`src/rtl/arc4_pkg.sv`:
```
// Shared sizes, FSM state type and seven-segment helper for the ARC4 S-array init slice.
package arc4_pkg;

    localparam int unsigned ADDR_W    = 8;
    localparam int unsigned DATA_W    = 8;
    localparam int unsigned MEM_DEPTH = 256;
    localparam logic [6:0]  HEX_BLANK = 7'h7F;

    typedef enum logic [1:0] {
        IDLE,
        FILL,
        DONE
    } init_state_t;

    // Active-low segments, bit 0 = segment a.
    function automatic logic [6:0] hex_to_seg(input logic [3:0] v);
        logic [6:0] seg;
        seg = HEX_BLANK;
        case (v)
            4'h0: seg = 7'h40;
            4'h1: seg = 7'h79;
            4'h2: seg = 7'h24;
            4'h3: seg = 7'h30;
            4'h4: seg = 7'h19;
            4'h5: seg = 7'h12;
            4'h6: seg = 7'h02;
            4'h7: seg = 7'h78;
            4'h8: seg = 7'h00;
            4'h9: seg = 7'h10;
            4'hA: seg = 7'h08;
            4'hB: seg = 7'h03;
            4'hC: seg = 7'h46;
            4'hD: seg = 7'h21;
            4'hE: seg = 7'h06;
            4'hF: seg = 7'h0E;
            default: seg = HEX_BLANK;
        endcase
        return seg;
    endfunction

endpackage

```
`src/rtl/task1_init.sv`:
```
// S-array initialiser: walks i = 0..255 once after reset, emitting one write per cycle.
module init
    import arc4_pkg::*;
(
    input  logic              clk,
    input  logic              rst,
    output logic [ADDR_W-1:0] addr,
    output logic [DATA_W-1:0] wrdata,
    output logic              wren,
    output logic              busy,
    output logic              done
);

    init_state_t       state_q, state_d;
    logic [ADDR_W-1:0] i_q, i_d;

    always_ff @(posedge clk) begin
        if (rst) begin
            state_q <= IDLE;
            i_q     <= '0;
        end else begin
            state_q <= state_d;
            i_q     <= i_d;
        end
    end

    always_comb begin
        state_d = state_q;
        i_d     = i_q;
        wren    = 1'b0;
        busy    = 1'b0;
        done    = 1'b0;
        case (state_q)
            IDLE: state_d = FILL;
            FILL: begin
                wren = 1'b1;
                busy = 1'b1;
                i_d  = i_q + 1'b1;
                if (i_q == '1) state_d = DONE;
            end
            DONE: done = 1'b1;
            default: state_d = IDLE;
        endcase
    end

    assign addr   = i_q;
    assign wrdata = DATA_W'(i_q);

endmodule

```
`src/rtl/task1.sv`:
```
// Top: S-array memory, LED/HEX mapping. Define TASK1_HEX_DEBUG_EN to show i on HEX1:HEX0.
module task1
    import arc4_pkg::*;
(
    input  logic       CLOCK_50,
    input  logic [3:0] KEY,
    output logic [6:0] HEX0,
    output logic [6:0] HEX1,
    output logic [6:0] HEX2,
    output logic [6:0] HEX3,
    output logic [6:0] HEX4,
    output logic [6:0] HEX5,
    output logic [9:0] LEDR
);

    logic              rst;
    logic [ADDR_W-1:0] addr;
    logic [DATA_W-1:0] wrdata;
    logic              wren;
    logic              busy;
    logic              done;
    logic              unused_key;

    logic [DATA_W-1:0] s_mem [MEM_DEPTH];

    assign rst        = KEY[3];
    assign unused_key = ^KEY[2:0];

    init u_init (
        .clk    (CLOCK_50),
        .rst    (rst),
        .addr   (addr),
        .wrdata (wrdata),
        .wren   (wren),
        .busy   (busy),
        .done   (done)
    );

    // Gate with rst so a reset edge landing mid-fill writes nothing.
    always_ff @(posedge CLOCK_50) begin
        if (wren && !rst) s_mem[addr] <= wrdata;
    end

    assign LEDR = {8'b0, busy, done};

`ifdef TASK1_HEX_DEBUG_EN
    assign HEX0 = hex_to_seg(addr[3:0]);
    assign HEX1 = hex_to_seg(addr[7:4]);
`else
    assign HEX0 = HEX_BLANK;
    assign HEX1 = HEX_BLANK;
`endif
    assign HEX2 = HEX_BLANK;
    assign HEX3 = HEX_BLANK;
    assign HEX4 = HEX_BLANK;
    assign HEX5 = HEX_BLANK;

endmodule

```
`config.mk`:
```
export PLATFORM = sky130hd
export DESIGN_NAME = task1
export DESIGN_NICKNAME = d
export VERILOG_FILES = /design/src/rtl/arc4_pkg.sv /design/src/rtl/task1_init.sv /design/src/rtl/task1.sv
export SDC_FILE = /design/constraint.sdc
export NUM_CORES = 1
export LEC_CHECK = 0
export ABC_AREA = 0
export CAP_MARGIN = 15
export CORE_MARGIN = 5
export CORE_UTILIZATION = 24
export CTS_CLUSTER_DIAMETER = 200
export CTS_CLUSTER_SIZE = 20
export DETAILED_ROUTE_END_ITERATION = 8
export RECOVER_POWER = 50
export SLEW_MARGIN = 15
export SYNTH_ARGS = -nofsm -noshare
export SYNTH_HDL_FRONTEND = slang
export SYNTH_SLANG_ARGS = --single-unit
```
`constraint.sdc`:
```
create_clock -name CLOCK_50 -period 1.59 [get_ports CLOCK_50]
set_clock_uncertainty 0.1 [all_clocks]
set_input_delay 0.477 -clock CLOCK_50 [delete_from_list [all_inputs] [get_ports CLOCK_50]]
set_output_delay 0.477 -clock CLOCK_50 [all_outputs]
set_load 0.02 [all_outputs]
```
* Word-level counts from Yosys, hierarchy flattened
Cells that the tools add are included.
** Word-level totals
- Register bits after elaboration :: 10
- Word-level logic and storage cells :: 14
- Bits of input ports :: 5
** Operators by class
- Bitwise operators :: 1
- Reductions and logical operators :: 2
- $add $sub $neg :: 1
- Mux-type cells :: 4
- Eq/ne operators :: 4
** Operators by type and width (number)
- $add 8x1->8 const B :: 1
- $eq 8x8->1 const B :: 1
- $pmux 2 s3 :: 1
- $eq 2x1->1 const B :: 1
- $eq 2x2->1 const B :: 1
- $logic_not 2->1 :: 1
- $mux 1 :: 2
- $mux 2 :: 1
- $ne 2x1->1 const B :: 1
- $reduce_and 2->1 :: 1
- $not 1->1 :: 1

* Longest topological paths before layout
Gate-level depths: netlist (run 1).
- Depth after elaboration :: 3
- Depth in mapped cells :: 4
- Mapped depth without buffers :: 4

* Modules after synthesis
A second synthesis (run 1) with hierarchy kept.
** Unflattened totals
- Cells, all modules :: 114
- Area total of the unflattened synthesis :: 920.9 sq um
** Modules (own cells, without submodules)
- init :: sequential area each 200.2 sq um, area each 523.0 sq um, cells each 60, times used 1
- task1 :: sequential area each 0.0 sq um, area each 397.9 sq um, cells each 54, times used 1

* Worst setup path before layout (run 1)
OpenSTA, ideal clock, no wires.
- Kind :: register to register
- Start :: reg u_init.i_q[0], in the netlist u_init.addr[0]
- End :: reg u_init.i_q[6], in the netlist u_init.addr[6]
- Arrival time :: 1.234 ns
- Stages on the path, launching flop included :: 5
- Path buffers :: 0
- Slack :: 0.186 ns
- Setup time :: 0.070 ns
- Cells stage by stage :: dfxtp_1 > ha_1 > inv_1 > or4_1 > a21oi_1
** Between the ends
- Cells in the longest elaborated chain, start to end :: 1
** Ends and longest elaborated chain
- start: declaration :: line task1_init.sv:15 : logic [ADDR_W-1:0] i_q, i_d;
- start signal: assignment :: line task1_init.sv:23 : i_q <= i_d;
- $add 8x1->8 :: line task1_init.sv:38 : i_d = i_q + 1'b1;
Every way passes these cells.
A chain may end at the register's enable or synchronous reset.

* Worst setup path after layout (run 1)
- Start :: reg u_init.state_q[1]
- End :: out LEDR[1]
** Between the ends
- Cells in the longest elaborated chain, start to end :: 2
** Ends and longest elaborated chain
- start: declaration :: line task1_init.sv:14 : init_state_t state_q, state_d;
- start signal: assignment :: line task1_init.sv:22 : state_q <= state_d;
- $eq 2x1->1 :: line task1_init.sv:33 : case (state_q)
- $mux 1 :: line task1_init.sv:33
- end: declaration :: line task1.sv:13 : output logic [9:0] LEDR
Every way passes these cells.

==> impl_metrics.py, run 1 <==
metrics = {
    "pwr": {
        "power_mw": 0.6496,
        "power.static_leakage_nw": 0.3958,
        "ir_worst_vdd_mv": 0.3670,
        "power.density_nw_per_um2": 768.1,
    },
    "finish": {
        "areaGrowthSynthToFinish_pct": -0.8797,
        "fin_nets": 124,
        "layout_common_cells": "50 x conb_1, 10 x buf_4, 8 x dfxtp_1, 6 x a21oi_1, 4 x nand2_1",
        "layout-drive-gt1-share": 0.1709,
        "num_antenna_cells": 0,
        "finalNonFillerCells": 163,
        "final_common_cell": "conb_1",
    },
    "global_route": {
        "grt_max_degree": 10,
        "grt_pass1_vias": 443,
        "grt_pass1_wl_mm": 2.076,
        "grt_use_total": 0.05384,
        "antenna_found_initial": 0,
        "overflow": 0,
    },
    "route": {
        "antenna_left": 0,
        "first_iter_violations": 1,
        "viasPerCell": 3.344,
        "post_drt_wl_per_cell_um": 8.135,
        "drcViolationCount": 0,
        "routed_wl_mm": 1.326,
        "first_pass_iters": 4,
        "num_vias": 545,
    },
    "sta": {
        "post-route-period-util": 0.9519,
        "clock.fmax_mhz": 660.7,
        "setup_viol": 0,
        "setup_slack_ps": 76.48,
        "final_hold_viol_count": 0,
        "final_max_slew_viol_count": 0,
        "finalCriticalPeriod_ps": 1514,
    },
    "critical_path": {
        "critPathRequiredTime_ps": 1010,
        "crit_cells": 3,
        "cp_max_fo": 3,
        "cp_top_family": "flip-flops",
        "reg2reg_setup_slack_ps": 110,
        "crit_slowest_cell": "dfxtp_2",
        "cp_cell_sequence": "nand2b_4 -> inv_1 -> buf_4",
        "worstSetupStartpointType": "register",
        "crit_path_max_incr_delay_ps": 330,
        "worstPathArrival_ps": 940,
        "r2r_start": "u_init.state_q[1]",
        "critPathCaptureType": "output pin",
        "critPathKind": "reg -> out",
        "worst_r2r_path_depth": 4,
        "r2r-end": "u_init.addr[5]",
        "critical_path_buf_inv_count": 2,
    },
    "status": {
        "outcome": "complete, no violations",
    },
    "clock_tree": {
        "cts_made_buffers": 3,
        "cts-root-buf": "clkbuf_4",
        "clock-sinks": 10,
        "cts-htree-levels": 1,
        "cts_tree": "done",
        "clk_latency_ps": 270,
        "postCtsSetupBuffers": 0,
        "path_clk_slew_ps": 70,
        "clk_path_buf_depth": 2,
    },
    "worst_hold_path": {
        "min_to": "u_init.addr[7]",
        "hold_class": "reg -> reg",
        "hold_depth": 2,
        "hp-start": "u_init.addr[7]",
    },
    "floorplan": {
        "dieHeight_um": 69.63,
        "fp.dieW_um": 69.63,
        "core_um2": 3390,
        "fp-row-count": 21,
        "start_util": 0.2518,
        "die_area_um2": 4848,
        "io_pins": 57,
    },
    "place": {
        "post-place-cells": 159,
        "place_congestion": 0.7506,
        "hpwl_mm": 1.096,
        "place_ws_ps": -137.7,
        "port_buffers": 3,
    },
    "synth": {
        "ys_ff_latch": 10,
        "synth.avg_cell_area_um2": 8.127,
        "syn_area_um2": 853.3,
        "seq_area_frac_synth": 0.2346,
        "yosysWarnings": 0,
        "synth.distinct_cells": 23,
        "syn-instance-count": 105,
    },
    "job": {
        "cap_violations": 0,
    },
}
## cell families after synthesis
kind of cell | count (synthesis) | share of synthesized area
buffers and inverters | 56 | 0.4751
adder cells (fa/ha/maj) | 1 | 0.01466
flip-flops | 10 | 0.2346
other | 2 | 0.008801
AND/OR/NAND/NOR | 22 | 0.1613
AO/OA/AOI/OAI | 12 | 0.08504
XOR/XNOR | 2 | 0.02053
## where the power goes
part | switching, mW | leakage, nW | internal [mW] | total [mW]
clock | 0.0943 | 0.0210 | 0.139 | 0.233
sequential | 0.00538 | 0.0822 | 0.256 | 0.262
combinational | 0.129 | 0.293 | 0.0253 | 0.154
total | 0.229 | 0.396 | 0.421 | 0.650
## flip-flops by register name (all words and copies together) (netlist names)
| signal | flops |
|---|---|
| u_init.addr | 8 |
| u_init.state_q | 2 |
## cells in the mapped netlist, drive strengths merged
| master | instances | area, um^2 |
|---|---|---|
| xor2 | 1 | 8.760 |
| buf | 52 | 390.4 |
| or4 | 3 | 22.52 |
| conb | 2 | 7.510 |
| nor2b | 1 | 6.260 |
| dfxtp | 10 | 200.2 |
| ha | 1 | 12.51 |
| or3 | 2 | 12.51 |
| nor3 | 2 | 10.01 |
| nor2 | 3 | 11.26 |
| xnor2 | 1 | 8.760 |
| o21ai | 2 | 10.01 |
| nand2 | 4 | 15.01 |
| clkbuf | 1 | 3.750 |
| nand2b | 1 | 6.260 |
| o21ba | 1 | 10.01 |
| inv | 3 | 11.26 |
| nand4b | 1 | 23.77 |
| nand4 | 2 | 12.51 |
| a21oi | 6 | 30.03 |
| nand3 | 2 | 10.01 |
| o31ai | 3 | 22.52 |
| nand3b | 1 | 7.510 |
## worst max-delay path by stage
stage                       from              to  slack (ps)
6_report       u_init.state_q[1]         LEDR[1]          80
5_1_grt        u_init.state_q[1]  u_init.addr[7]          -4
4_1_cts        u_init.state_q[1]         LEDR[1]           3
3_5_place_dp   u_init.state_q[1]         LEDR[0]        -140
3_3_place_gp   u_init.state_q[1]         LEDR[1]        -130
2_1_floorplan     u_init.addr[0]  u_init.addr[6]         190
## final cells by class
| type | count | area (um^2) |
|---|---|---|
| Tap cell | 46 | 57.56 |
| Multi-Input combinational cell | 87 | 442.9 |
| Timing Repair Buffer | 13 | 92.59 |
| Clock buffer | 4 | 36.28 |
| Inverter | 3 | 11.26 |
| Fill cell | 401 | 2544 |
| Sequential cell | 10 | 205.2 |
## per-layer routing
metal / up-vias / part of all wire / wire length, um / track usage
met5: - / 0 / 0 / 0
met4: 0 / 0.020 / 27 / 0.02553
met3: 4 / 0.16 / 207 / 0.03768
met2: 29 / 0.50 / 659 / 0.08475
met1: 243 / 0.33 / 432 / 0.05394
li1: 269 / - / - / -
## per-stage QoR
step	area, um^2	hold WS [ps]	setup TNS [ps]	utilization
CTS	828.3	385.8	0	0.2444
detailed placement	802.0	372.5	-273.4	0.2366
global route	845.8	412.9	-4.272	0.2495
global placement	802.0	369.1	-243.1	0.2366
floorplan	1033	341.5	0	-
finish	845.8	378.5	0	0.2495
## worst min-delay path, stage by stage, from the launching register on
cell	delay (ps)
dfxtp_1	320
o31ai_1	60
a21oi_1	50
## timing repair
item,CTS,global route
gates cloned,0,0
pin swaps,0,0
resized for setup,8,8
endpoints found under the setup margin,2,3
hold buffers,0,0
Power figures use the tool's default switching activity.
==> run 2, diff against run 1 <==
--- a/config.mk
+++ b/config.mk
@@ -6,6 +6,7 @@
 export NUM_CORES = 1
 export LEC_CHECK = 0
 export ABC_AREA = 0
+export ABC_CLOCK_PERIOD_IN_PS = 1590
 export CAP_MARGIN = 15
 export CORE_MARGIN = 5
 export CORE_UTILIZATION = 24
==> results of run 2 <==
No change in the layout: final DEF, timing and power equal those of run 1.
==> run 3, diff against run 2 <==
--- a/config.mk
+++ b/config.mk
@@ -8,7 +8,6 @@
 export ABC_AREA = 0
 export ABC_CLOCK_PERIOD_IN_PS = 1590
 export CAP_MARGIN = 15
-export CORE_MARGIN = 5
 export CORE_UTILIZATION = 24
 export CTS_CLUSTER_DIAMETER = 200
 export CTS_CLUSTER_SIZE = 20
==> impl_metrics.py, run 3 (synthesized netlist as in run 1, its figures left out) <==
metrics = {
    "pwr": {
        "intPower_mw": 0.4200,
        "power.static_leakage_nw": 0.3840,
        "pwr-share-comb": 0.230,
        "power.density_nw_per_um2": 786.6,
        "p_sw_frac": 0.3543,
        "ir_worst_vdd_mv": 0.3017,
        "p_seq_frac": 0.403,
        "p_switching_mw": 0.2305,
        "p_clk_frac": 0.367,
    },
    "clock_tree": {
        "cts_made_buffers": 3,
        "clk_latency_ps": 270,
        "postCtsSetupBuffers": 0,
        "clock-sinks": 10,
        "cts-htree-levels": 1,
        "path_clk_slew_ps": 70,
        "holdBufCountCts": 0,
        "cts-root-buf": "clkbuf_4",
        "clk_path_buf_depth": 2,
        "cts_tree": "done",
    },
    "sta": {
        "final_max_slew_viol_count": 0,
        "setup_viol": 0,
        "final_hold_viol_count": 0,
        "clock.fmax_mhz": 653.7,
        "finalCriticalPeriod_ps": 1530,
        "post-route-period-util": 0.9621,
        "hold_slack_ps": 378.9,
        "rsz0062_at_grt": "no",
    },
    "route": {
        "drcViolationCount": 0,
        "num_vias": 533,
        "routed_wl_mm": 1.040,
        "post_drt_wl_per_cell_um": 6.500,
        "antenna_left": 0,
        "viasPerCell": 3.331,
        "first_pass_iters": 3,
        "first_iter_violations": 2,
    },
    "finish": {
        "num-fill-cells": 394,
        "areaGrowthSynthToFinish_pct": -3.079,
        "layout-drive-gt1-share": 0.1404,
        "finalNonFillerCells": 160,
        "fin_nets": 121,
        "layout_common_cells": "50 x conb_1, 9 x dfxtp_1, 6 x a21oi_1, 6 x buf_4, 4 x nand2_1",
        "largest_reg_flops": 8,
        "multiInputGateArea_um2": 437.9,
        "num_antenna_cells": 0,
        "seqCellArea_um2": 201.4,
        "final_common_cell": "conb_1",
    },
    "global_route": {
        "grt_pass1_vias": 394,
        "grt_use_total": 0.06410,
        "grt_pass1_wl_mm": 1.718,
        "overflow": 0,
        "antenna_found_initial": 0,
        "grt_max_degree": 11,
    },
    "place": {
        "post-place-cells": 156,
        "place_congestion": 0.7536,
        "port_buffers": 3,
        "hpwl_um": 792.9,
    },
    "critical_path": {
        "startpoint": "u_init.state_q[1]",
        "worstPathArrival_ps": 950,
        "reg2reg_setup_slack_ps": 120,
        "critPathRequiredTime_ps": 1010,
        "worst_r2r_path_depth": 4,
        "crit_path_end": "LEDR[1]",
        "cp_max_fo": 4,
        "critPathKind": "reg -> out",
        "r2r-end": "u_init.addr[7]",
        "r2r_start": "u_init.state_q[0]",
        "critPathCaptureType": "output pin",
        "worstSetupStartpointType": "register",
    },
    "floorplan": {
        "die_area_um2": 3798,
        "fp-row-count": 21,
        "core_um2": 3363,
        "dieHeight_um": 61.63,
        "start_util": 0.2537,
        "io_pins": 57,
        "fp.dieW_um": 61.63,
    },
    "worst_hold_path": {
        "hold_class": "reg -> reg",
        "hp-start": "u_init.addr[7]",
    },
    "job": {
        "cap_violations": 0,
    },
    "status": {
        "outcome": "complete, no violations",
    },
}
[run 3: cell count changes in the layout (fill, tap and decap cells not counted)]
cell / change
buf_4: -4
buf_12: +1
dfxtp_1: +1
dfxtp_4: -1
nor2b_2: +1
nor2b_4: -1
[run 3: metrics by stage]
stage	instance area (um^2)	power, mW	setup TNS, ps	worst slack, ps	utilization
2_1_floorplan	1033	0.4875	0	185.9	-
3_3_place_gp	792.0	0.4183	-271.8	-159.5	0.2355
3_5_place_dp	792.0	0.4184	-291.0	-161.3	0.2355
4_1_cts	828.3	0.6555	0	11.30	0.2463
5_1_grt	827.0	0.6839	0	10.39	0.2459
6_report	827.0	0.6505	0	60.31	0.2459
[run 3: metal layers]
metal,vias up,part of all wire,track usage
met2,30,0.50,0.1029
met4,0,0.013,0.04762
met1,238,0.41,0.06775
li1,263,-,-
met5,-,0,0
met3,2,0.078,0.02521
[run 3: power by group through the flow]
stage	Sequential [mW]	Clock (mW)	Combinational, mW
after floorplan	0.270	0	0.218
after global placement	0.267	0	0.151
after detailed placement	0.267	0	0.151
after CTS	0.262	0.242	0.152
after global routing	0.263	0.253	0.168
final	0.262	0.239	0.150
[run 3: area by class of cell]
cell class | instances | area share
clock buffers | 4 | 0.04387
inverters | 3 | 0.01362
multi-input cells | 87 | 0.5295
flip-flops and latches | 10 | 0.2436
well taps | 46 | 0.06959
repair buffers | 10 | 0.09985
[run 3: worst min path at each step]
stage                        end  cells after the start  slack [ps]
4_1_cts           u_init.addr[7]                      2         380
6_report          u_init.addr[7]                      2         380
3_5_place_dp      u_init.addr[7]                      2         370
5_1_grt           u_init.addr[7]                      2         410
2_1_floorplan  u_init.state_q[0]                      1         340
3_3_place_gp      u_init.addr[7]                      2         370
[run 3: what timing repair did]
| item | CTS | global route |
|---|---|---|
| pin swaps | 0 | 0 |
| gates resized for setup | 10 | 3 |
| setup endpoints to repair | 2 | 2 |
[run 3: worst max-delay path: stages (launching register included)]
cell and delay (ps):
dfxtp_1 350, nand2b_4 140, inv_1 50, buf_4 150
